==> config.mk <==
export PLATFORM = sky130hd
export DESIGN_NAME = aes_block_loader_flat
export DESIGN_NICKNAME = d
export VERILOG_FILES = /design/src/rtl/aes_block_loader_if.sv /design/src/rtl/aes_block_loader.sv /design/src/flat_wrapper.sv
export SDC_FILE = /design/constraint.sdc
export NUM_CORES = 1
export LEC_CHECK = 0
export ABC_CLOCK_PERIOD_IN_PS = 5550
export CAP_MARGIN = 10
export CORE_MARGIN = 2
export CORE_UTILIZATION = 25
export CTS_BUF_LIST = sky130_fd_sc_hd__clkbuf_4 sky130_fd_sc_hd__clkbuf_8
export DETAILED_ROUTE_END_ITERATION = 8
export PLACE_DENSITY = 0.5
export RECOVER_POWER = 50
export SLEW_MARGIN = 40
export SYNTH_ARGS = -nofsm -noshare
export SYNTH_HDL_FRONTEND = slang
export SYNTH_SLANG_ARGS = --single-unit
==> constraint.sdc <==
create_clock -name clk -period 5.55 [get_ports clk]
set_clock_uncertainty 0.05 [all_clocks]
set_input_delay 0.555 -clock clk [delete_from_list [all_inputs] [get_ports clk]]
set_output_delay 0.555 -clock clk [all_outputs]
set_load 0.05 [all_outputs]
==> src/rtl/aes_block_loader_if.sv <==
// aes_block_loader_if: byte-stream valid/ready bus (in_data, in_valid from master; in_ready from slave)
interface aes_block_loader_if;
  logic [7:0] in_data;
  logic       in_valid;
  logic       in_ready;
  modport master(output in_data, in_valid, input in_ready);
  modport slave(input in_data, in_valid, output in_ready);
endinterface

==> src/rtl/aes_block_loader.sv <==
// aes_block_loader: assembles key then plaintext blocks from a byte stream; ports: clk, rst, in_if (byte bus), rekey, key_out/key_valid, pt_out/pt_valid, ct_valid (latency-matched), inflight, blk_cnt
module aes_block_loader #(
  parameter int PIPE_LAT = 10,
  parameter int CNT_W    = 16
) (
  input  logic                clk,
  input  logic                rst,
  aes_block_loader_if.slave   in_if,
  input  logic                rekey,
  output logic [127:0]        key_out,
  output logic                key_valid,
  output logic [127:0]        pt_out,
  output logic                pt_valid,
  output logic                ct_valid,
  output logic [6:0]          inflight,
  output logic [CNT_W-1:0]    blk_cnt
);
  typedef enum logic {KEY_LOAD, PT_LOAD} state_t;
  state_t              state;
  logic [3:0]          byte_cnt;
  logic [119:0]        sh;
  logic [PIPE_LAT-1:0] dly;
  logic                accept;
  assign in_if.in_ready = ~rst & ~rekey;
  assign accept         = in_if.in_valid & in_if.in_ready;
  assign ct_valid       = dly[PIPE_LAT-1];
  always_ff @(posedge clk) begin
    if (rst) begin
      state     <= KEY_LOAD;
      byte_cnt  <= '0;
      sh        <= '0;
      key_out   <= '0;
      key_valid <= 1'b0;
      pt_out    <= '0;
      pt_valid  <= 1'b0;
      dly       <= '0;
      inflight  <= '0;
      blk_cnt   <= '0;
    end else if (rekey) begin
      state     <= KEY_LOAD;
      byte_cnt  <= '0;
      key_valid <= 1'b0;
      pt_valid  <= 1'b0;
      dly       <= '0;
      inflight  <= '0;
      blk_cnt   <= '0;
    end else begin
      pt_valid <= 1'b0;
      dly      <= PIPE_LAT'({dly, pt_valid});
      if (pt_valid != ct_valid)
        inflight <= pt_valid ? inflight + 7'd1 : inflight - 7'd1;
      if (ct_valid)
        blk_cnt <= blk_cnt + CNT_W'(1);
      if (accept) begin
        sh       <= {sh[111:0], in_if.in_data};
        byte_cnt <= byte_cnt + 4'd1;
        if (byte_cnt == 4'd15) begin
          if (state == KEY_LOAD) begin
            key_out   <= {sh, in_if.in_data};
            key_valid <= 1'b1;
            state     <= PT_LOAD;
          end else begin
            pt_out   <= {sh, in_if.in_data};
            pt_valid <= 1'b1;
          end
        end
      end
    end
  end
endmodule
==> src/flat_wrapper.sv <==
// flat-port wrapper written by rule: the top's interface ports become plain ports
module aes_block_loader_flat 
#(
  parameter int PIPE_LAT = 10,
  parameter int CNT_W    = 16
)
  (clk, rst, rekey, key_out, key_valid, pt_out, pt_valid, ct_valid, inflight, blk_cnt, in_if_in_data, in_if_in_valid, in_if_in_ready);
  aes_block_loader_if in_if_i ();
  input  logic clk;
  input  logic rst;
  input  logic rekey;
  output logic [127:0] key_out;
  output logic key_valid;
  output logic [127:0] pt_out;
  output logic pt_valid;
  output logic ct_valid;
  output logic [6:0] inflight;
  output logic [CNT_W-1:0] blk_cnt;
  input wire logic [$bits(in_if_i.in_data)-1:0] in_if_in_data;
  input wire logic [$bits(in_if_i.in_valid)-1:0] in_if_in_valid;
  output wire logic [$bits(in_if_i.in_ready)-1:0] in_if_in_ready;
  assign in_if_i.in_data = in_if_in_data;
  assign in_if_i.in_valid = in_if_in_valid;
  assign in_if_in_ready = in_if_i.in_ready;
  aes_block_loader #(.PIPE_LAT(PIPE_LAT), .CNT_W(CNT_W)) u_core (.clk(clk), .rst(rst), .in_if(in_if_i), .rekey(rekey), .key_out(key_out), .key_valid(key_valid), .pt_out(pt_out), .pt_valid(pt_valid), .ct_valid(ct_valid), .inflight(inflight), .blk_cnt(blk_cnt));
endmodule
* Word level (Yosys, flattened, before mapping)
Cells that the tools add are included.
W data, S select, Z words.
** Word-level totals
- Flip-flop bits (word level) :: 416
- Input bits :: 12
- Output and inout port bits :: 283
- Word-level logic and storage cells :: 32
** Cells by class
- Add/subtract/negate cells :: 4
- Equality and inequality tests :: 2
- Mux-type cells :: 2
- Bitwise gates (word level) :: 7
- Reductions and logical operators :: 7
** Operator list (number)
- $add A16 B1 Y16 const B :: 1
- $reduce_and A4 Y1 :: 2
- $add A7 B1 Y7 const B :: 1
- $mux W7 :: 1
- $sub A7 B1 Y7 const B :: 1
- $not A1 Y1 :: 5
- $add A4 B1 Y4 const B :: 1
- $eq A4 B4 Y1 const B :: 1
- $reduce_and A2 Y1 :: 2
- $reduce_or A4 Y1 :: 1
- $reduce_and A3 Y1 :: 1
- $and A1 B1 Y1 :: 2
- $reduce_or A2 Y1 :: 1
- $mux W1 :: 1
- $ne A1 B1 Y1 :: 1

* Depth between registers and ports, before layout
- Depth in word-level cells :: 5
- Mapped depth :: 11
- Depth with buffers taken out :: 7

* Least setup slack after synthesis
No wires, ideal clock.
- Kind :: register -> register
- From :: register u_core.pt_valid
- To :: register u_core.inflight[6]
- Setup time :: 0.072 ns
- Arrival :: 2.273 ns
- Required time :: 5.428 ns
- Setup slack :: 3.155 ns
- Cell stages (with the launch flop) :: 8
- Path buffers :: 0
- Period minus slack after synthesis :: 2.395 ns
- Cells stage by stage :: dfxtp_1 > inv_1 > fa_1 > a211oi_1 > o21bai_1 > a21oi_1 > mux2i_1 > mux2i_1
** Between the ends
- Cells in the longest elaborated chain, start to end :: 1
- Elaborated cells between the ends (all ways) :: 2
- Classes of those cells :: 1 x eq/ne; 1 x mux
** Ends and longest elaborated chain
- start, declared :: line aes_block_loader.sv:13 : output logic pt_valid,
- start signal, assigned :: line aes_block_loader.sv:35 : pt_valid <= 1'b0;
- start signal, assigned :: line aes_block_loader.sv:43 : pt_valid <= 1'b0;
- start signal, assigned :: line aes_block_loader.sv:48 : pt_valid <= 1'b0;
- $mux W7 or $ne A1 B1 Y1 (tied branches) :: line aes_block_loader.sv:51, aes_block_loader.sv:50
- end signal, assigned :: line aes_block_loader.sv:51 : inflight <= pt_valid ? inflight + 7'd1 : inflight - 7'd1;
- end, declared :: line aes_block_loader.sv:15 : output logic [6:0] inflight,
Parallel ways exist; a longest one is shown, timed or not.
A chain may end at the register's enable or synchronous reset.

* Worst setup path after layout
- From :: input port rekey
- To :: register u_core.key_out[92]
** Between the ends
- Cells in the longest elaborated chain, start to end :: 4
** Ends and longest elaborated chain
- start, declared :: line flat_wrapper.sv:11 : input logic rekey;
- $not A1 Y1 (*) :: line aes_block_loader.sv:24 : assign in_if.in_ready = ~rst & ~rekey;
- $and A1 B1 Y1 :: line aes_block_loader.sv:24
- $and A1 B1 Y1 :: line aes_block_loader.sv:25 : assign accept = in_if.in_valid & in_if.in_ready;
- $reduce_and A4 Y1 (no source line) (*)
- end signal, assigned :: line aes_block_loader.sv:59 : key_out <= {sh, in_if.in_data};
- end, declared :: line aes_block_loader.sv:10 : output logic [127:0] key_out,
Mark *: on every way between the ends. The rest lies on a longest branch, timed or not.

==> flow_summary.ini <==
[status]
outcome = complete, but fails checks
failed_checks = max-capacitance violations, max-slew violations

[worst_setup_path]
critPathSlowestCell = sky130_fd_sc_hd__clkbuf_2
timing.critical_path.cells = dlygate4sd3_1, or2_1, buf_4, nor3_1, clkbuf_1, clkbuf_2, nand2_1, a21oi_1
startpoint_type = primary input
r2r-start = u_core.byte_cnt[0]
critical_path_required_ns = 6.06
crit_start = rekey
timing.setup.critical_path_class = primary input to register
critical_path.max_fanout = 67
endpoint_kind = register
arrival_ns = 4.58
worst_path_largest_cell_delay_ns = 1.34

[detailed_routing]
postRouteWirelength_um = 47900
via_count = 12788
viasPerCell = 4.31
remaining_drc_errors = 0
final_antenna_net_count = 0
wl_per_cell_um = 16.1
drt_first_iter_violations = 546
first_pass_iters = 4

[cts]
cts_buffer_depth = 3
postCtsSetupBuffers = 0
worst_skew_pair.late_latency_ns = 0.66
tritoncts.num_buffers = 79
cts_resized = 0
clock_tree.root_cell = sky130_fd_sc_hd__clkbuf_8
htree_num_levels = 3
cts_num_sinks = 416
tritoncts = yes
postCtsHoldBufs = 0
clkTransAtPathRegs_ns = 0.06

[sta]
fmax_ghz = 0.245
finalSetupViolCount = 0
layout_min_cycle_time_ns = 4.08
finalHoldViolations = 0
period_share_pct = 73.4
final-max-slew-violation-count = 149
tightest_slew_margin_relative_to_the_limit_pct = -28.5
unrepaired_setup_endpoints_after_global_routing = false
final_total_negative_setup_slack_ns = 0
slew_at_the_pin_closest_to_its_max_slew_limit_ns = 1.93

[floorplan]
floorplan.core_area_mm2 = 0.0618
floorplan.die.height_um = 254
num_io_pins = 295
start_util_pct = 25.3
dieArea_mm2 = 0.0646
chip_width_um = 254
floorplan.rows = 91

[power_and_ir_drop]
pwr-share-clk_pct = 51.7
leakage_uw = 0.00759
sequentialPowerShare_pct = 46.5
internal_power_uw = 5020
share_comb_of_total_power_pct = 1.8
p_per_area_mw_per_mm2 = 312
switching_power_uw = 1440
vdd_drop_max_v = 0.000146
p_sw_share_pct = 22.2
p_total_uw = 6460

[synthesis]
synthDominantCellAreaShare_pct = 53.2
number_of_warnings_printed_during_yosys_synthesis = 0
synth_largest_area_cell = sky130_fd_sc_hd__dfxtp_1
share_of_flip_flops_with_an_asynchronous_set_or_reset_after_synthesis_pct = 0
dominantRegCellSynth = sky130_fd_sc_hd__dfxtp_1
yosysUniqueCellTypes = 41
ys_ff_latch = 416
syn_inst = 1816
post_synth_main_area_contributors = sky130_fd_sc_hd__dfxtp_1 53%, sky130_fd_sc_hd__nand2_1 13%, sky130_fd_sc_hd__a21oi_1 8.5%
synth-edff-count = 0
synthesized_net_count = 1836
netlist_area_mm2 = 0.0157
yosysSeqAreaShare_pct = 53.2
synth.avg_cell_area_um2 = 8.62

[finish]
final_core_utilization_pct = 33.5
layout-drive-gt1-share_pct = 15.9
antenna-diode-count = 0
areaGrowthSynthToFinish_pct = 32.2
num-nets-final = 2091

[job]
cap_violations = 3

[placement]
finalWeightedCongestion = 0.779
dp_hpwl_um = 30800
port-buffer-count = 294

[grt]
grt-ovfl-total = 0
gr-usage-all-layers_pct = 14.6
grt_start_max_net_pins = 111
grt_first_pass_wirelength_um = 73500
grt_antenna_before_repair = 0
first_global_vias = 12578

[hold_path]
hold_path.startpoint = rst
min-delay-path-class = primary input to register
-- final timing paths --
kind | to | slack [ns] | cells after the start
max | u_core.key_out[92] | 1.47 | 8
max reg2reg | u_core.key_out[92] | 1.76 | 7
min reg2reg | u_core.dly[9] | 0.37 | 1
min | u_core.pt_out[52] | 0.25 | 2
-- power groups by stage --
stage | logic [µW] | registers (µW) | clock network [µW]
3_3_place_gp | 118 | 3070 | 0
6_report | 115 | 3000 | 3340
3_5_place_dp | 120 | 3070 | 0
2_1_floorplan | 102 | 3060 | 0
5_1_grt | 126 | 3000 | 3590
4_1_cts | 121 | 3000 | 3460
-- routing by layer --
metal	share of wire, %	GRT usage [%]	vias to the layer above
met3	7.4	4.65	67
li1	-	-	6410
met1	46	19.1	5995
met4	1.9	5.08	0
met2	45	22.8	316
met5	0	0	-
-- placed cells by master (no fill, tap or decap), types with 5 or more instances in the layout --
| cell | netlist | final |
|---|---|---|
| sky130_fd_sc_hd__nand2_1 | 546 | 545 |
| sky130_fd_sc_hd__dfxtp_1 | 416 | 416 |
| sky130_fd_sc_hd__a21oi_1 | 265 | 265 |
| sky130_fd_sc_hd__dlygate4sd3_1 | 0 | 220 |
| sky130_fd_sc_hd__nand2b_1 | 120 | 120 |
| sky130_fd_sc_hd__clkbuf_8 | 0 | 102 |
| sky130_fd_sc_hd__nand2_2 | 98 | 97 |
| sky130_fd_sc_hd__o21ai_2 | 100 | 84 |
| sky130_fd_sc_hd__clkdlybuf4s50_1 | 0 | 73 |
| sky130_fd_sc_hd__o21ai_0 | 24 | 40 |
| sky130_fd_sc_hd__nor2_1 | 29 | 29 |
| sky130_fd_sc_hd__clkbuf_4 | 0 | 25 |
| sky130_fd_sc_hd__xor2_1 | 10 | 10 |
| sky130_fd_sc_hd__xnor2_1 | 8 | 8 |
| sky130_fd_sc_hd__mux2i_1 | 7 | 7 |
| sky130_fd_sc_hd__ha_1 | 7 | 7 |
| sky130_fd_sc_hd__and2_1 | 10 | 6 |
| sky130_fd_sc_hd__clkinv_2 | 1 | 6 |
| sky130_fd_sc_hd__nand4_1 | 4 | 5 |
| sky130_fd_sc_hd__inv_1 | 5 | 5 |
| sky130_fd_sc_hd__nand3_1 | 5 | 5 |
-- flip-flops by register name (all words and copies together) (netlist names) --
name,cells
u_core.key_out,128
u_core.pt_out,128
u_core.sh,120
u_core.blk_cnt,16
u_core.dly,10
u_core.inflight,7
u_core.byte_cnt,4
u_core.key_valid,1
u_core.pt_valid,1
u_core.state,1
-- synth_stat cells, types with 2 or more instances --
cell type	n
sky130_fd_sc_hd__clkbuf_1	55
sky130_fd_sc_hd__ha_1	7
sky130_fd_sc_hd__buf_2	42
sky130_fd_sc_hd__nand2_2	98
sky130_fd_sc_hd__o21ai_2	100
sky130_fd_sc_hd__o21ai_0	24
sky130_fd_sc_hd__nor2_1	29
sky130_fd_sc_hd__or3_1	4
sky130_fd_sc_hd__nor2b_1	2
sky130_fd_sc_hd__buf_6	3
sky130_fd_sc_hd__and2_1	10
sky130_fd_sc_hd__nand2_1	546
sky130_fd_sc_hd__mux2i_1	7
sky130_fd_sc_hd__nor4b_1	2
sky130_fd_sc_hd__a21oi_1	265
sky130_fd_sc_hd__buf_1	4
sky130_fd_sc_hd__inv_1	5
sky130_fd_sc_hd__buf_12	11
sky130_fd_sc_hd__nand4_1	4
sky130_fd_sc_hd__a211oi_1	2
sky130_fd_sc_hd__and3_1	4
sky130_fd_sc_hd__nand2b_1	120
sky130_fd_sc_hd__a21o_1	2
sky130_fd_sc_hd__buf_4	15
sky130_fd_sc_hd__nor3_2	2
sky130_fd_sc_hd__xnor2_1	8
sky130_fd_sc_hd__xor2_1	10
sky130_fd_sc_hd__dfxtp_1	416
sky130_fd_sc_hd__clkbuf_2	3
sky130_fd_sc_hd__nand3_1	5
-- final cells by class --
class                           instances  area (µm²)
Sequential cell                       416        8330
Multi-Input combinational cell       1260        6430
Clock inverter                         15         189
Fill cell                            6474       41100
Inverter                                7        32.5
Timing Repair Buffer                  307        3080
Tap cell                              837        1050
Clock buffer                          127        1590
-- through the flow --
step           hold slack (ns)  setup slack, ns  cells  instance area (µm²)
6_report                 0.254             1.47   2969                20700
5_1_grt                  0.247             1.04   2969                20700
4_1_cts                  0.211             2.22   2968                20800
3_5_place_dp             0.364             1.51   2826                19000
3_3_place_gp             0.361             1.59   2826                19000
2_1_floorplan            0.356             3.16   1816                15700
-- worst max-delay path: cells and delay by family --
kind	cells	cell delay, ns
and+or+nand+nor	3	0.62
buffers and inverters	4	3.17
AOI/OAI and AO/OA	1	0.18
-- cells by family (layout without fill, tap and decap cells) --
family	after synthesis	in the layout	share of synthesized area [%]
AOI/OAI and AO/OA	396	396	15.2
xor gates and xnor gates	18	18	1.01
adders and majority gates	8	8	0.688
buffers and inverters	140	456	5.37
DFF	416	416	53.2
muxes	7	7	0.448
and+or+nand+nor	831	831	24.1
(Power assumes the default switching activity.)
==> patch: new RTL, same flow settings <==
Add an input register stage for `rekey`, with the module's reset; this delays it by one clock. The other inputs are not delayed to match. Comments in the files are not updated.
--- a/src/rtl/aes_block_loader.sv
+++ b/src/rtl/aes_block_loader.sv
@@ -16,12 +16,23 @@
   output logic [CNT_W-1:0]    blk_cnt
 );
   typedef enum logic {KEY_LOAD, PT_LOAD} state_t;
+
+  logic rekey_q;
+
+  always_ff @(posedge clk) begin
+    if (rst) begin
+      rekey_q <= '0;
+    end else begin
+      rekey_q <= rekey;
+    end
+  end
+
   state_t              state;
   logic [3:0]          byte_cnt;
   logic [119:0]        sh;
   logic [PIPE_LAT-1:0] dly;
   logic                accept;
-  assign in_if.in_ready = ~rst & ~rekey;
+  assign in_if.in_ready = ~rst & ~rekey_q;
   assign accept         = in_if.in_valid & in_if.in_ready;
   assign ct_valid       = dly[PIPE_LAT-1];
   always_ff @(posedge clk) begin
@@ -36,7 +47,7 @@
       dly       <= '0;
       inflight  <= '0;
       blk_cnt   <= '0;
-    end else if (rekey) begin
+    end else if (rekey_q) begin
       state     <= KEY_LOAD;
       byte_cnt  <= '0;
       key_valid <= 1'b0;
Formal check against the unedited RTL: not equivalent (a bounded check fails within 4 cycles, from zero or initial values and one cycle with rst high).
==> patch against the unedited design <==
The run still ends with max-capacitance violations, max-slew violations left. Synthesized area grew 0.22%. Sequential cell count rose by 1. Wire length rose by 0.47%. Critical path depth fell by 1. Worst setup slack better by 0.33 ns. Register-to-register slack improved by 0.04 ns. Design area fell by 0.32%. Synthesized cell count grew 0.11%. Count of clock-buffer cells in the layout down 10. Power shrank 2.6%. Largest cell class unchanged. Highest routed layer unchanged.
==> patch: results (changes against the unedited design) <==
PLACE
-----------------------------------------------------------------------------------
Placer congestion estimate                                                    0.779   about the same
DP HPWL                                                                    31100 µm   was 30800 µm
Area post-placement                                                      0.0190 mm²   about the same

DRT
-----------------------------------------------------------------------------------
Met2 routed WL                                                             22100 µm   was 21400 µm
Routed wl met3                                                              3130 µm   was 3550 µm
TritonRoute pass-1 iters                                                          5   was 4
Initial drt markers                                                             691   was 546
Post-route met1 wirelength                                                 21900 µm   was 22000 µm

SYNTH
-----------------------------------------------------------------------------------
Share of synthesized area occupied by flip-flops and latches                  53.2%   about the same
Most instantiated cells after synthesis                                sky130_fd_sc_hd__nand2_1 (546), sky130_fd_sc_hd__dfxtp_1 (417), sky130_fd_sc_hd__a21oi_1 (265), sky130_fd_sc_hd__nand2b_1 (120), sky130_fd_sc_hd__o21ai_2 (100)   was sky130_fd_sc_hd__nand2_1 (546), sky130_fd_sc_hd__dfxtp_1 (416), sky130_fd_sc_hd__a21oi_1 (265), sky130_fd_sc_hd__nand2b_1 (120), sky130_fd_sc_hd__o21ai_2 (100)
Fraction of synthesized area in multiplexers                                 0.447%   was 0.448%
Main area contributors after synthesis                                 sky130_fd_sc_hd__dfxtp_1 (53%), sky130_fd_sc_hd__nand2_1 (13%), sky130_fd_sc_hd__a21oi_1 (8.5%)   unchanged
Share of the synthesized area in compound gates (AO/OA/AOI/OAI)               15.1%   was 15.2%

CELLS AND AREA
-----------------------------------------------------------------------------------
Multi-In Gates                                                                 1261   was 1260
Share of final layout cell area taken by clock buffers and inverters          7.99%   was 8.61%
Antenna diode count                                                               2   was 0
Layout clock buffers                                                            117   was 127
Multi-input logic portion of the cell area                                    31.1%   about the same
Count of buffers not belonging to the clock network in the layout               308   was 307
Share of final layout cell area taken by non-clock buffers                    15.1%   was 14.9%
Number of fillers in the final layout                                          6465   was 6474

TIMING
-----------------------------------------------------------------------------------
Worst Hold Margin                                                          0.288 ns   was 0.254 ns
Tightest Pin Transition                                                     1.62 ns   was 1.93 ns
Number of pins with negative max-slew slack in the final report                  22   was 149

FLOW RUN
-----------------------------------------------------------------------------------
Maximum Capacitance Violations                                                    1   was 3

GRT
-----------------------------------------------------------------------------------
Met3 GRT Util                                                                 4.37%   was 4.65%
Met2 usage                                                                    23.5%   was 22.8%
Number of antenna violations at the first check in global routing                 1   was 0

SETUP PATH
-----------------------------------------------------------------------------------
Crit-path max FO                                                                 34   was 67
Arrival time at the worst endpoint                                          4.18 ns   was 4.58 ns

RUN STATUS
-----------------------------------------------------------------------------------
Run status                                                             complete, but fails checks   unchanged
Violations in the final reports                                        max-capacitance violations, max-slew violations   unchanged

## patch: cell types whose count changed after synthesis, sizes merged
cell and delta:
dfxtp +1, buf -1, clkbuf +1, nor2b +1
## patch: through the flow
| step | setup WS [ns] | cells | total power, mW |
|---|---|---|---|
| floorplan | 3.16 | 1818 | 3.20 |
| global placement | 1.81 | 2829 | 3.23 |
| detailed placement | 1.81 | 2829 | 3.23 |
| finish | 1.80 | 2970 | 6.29 |
| CTS | 2.31 | 2967 | 6.41 |
| global route | 1.40 | 2969 | 6.56 |
## patch: worst paths after layout
| kind | endpoint | cells past startpoint |
|---|---|---|
| worst max-delay path | u_core.sh[109] | 7 |
| worst min-delay path | u_core.pt_out[38] | 2 |
| worst max register to register | u_core.sh[109] | 7 |
| worst min register to register | u_core.dly[9] | 1 |
## patch: power by group
part / internal [mW] / switching [mW] / total (mW)
Clock: 1.80 / 1.34 / 3.14
Combinational: 0.0385 / 0.100 / 0.139
Sequential: 3.00 / 0.0143 / 3.02
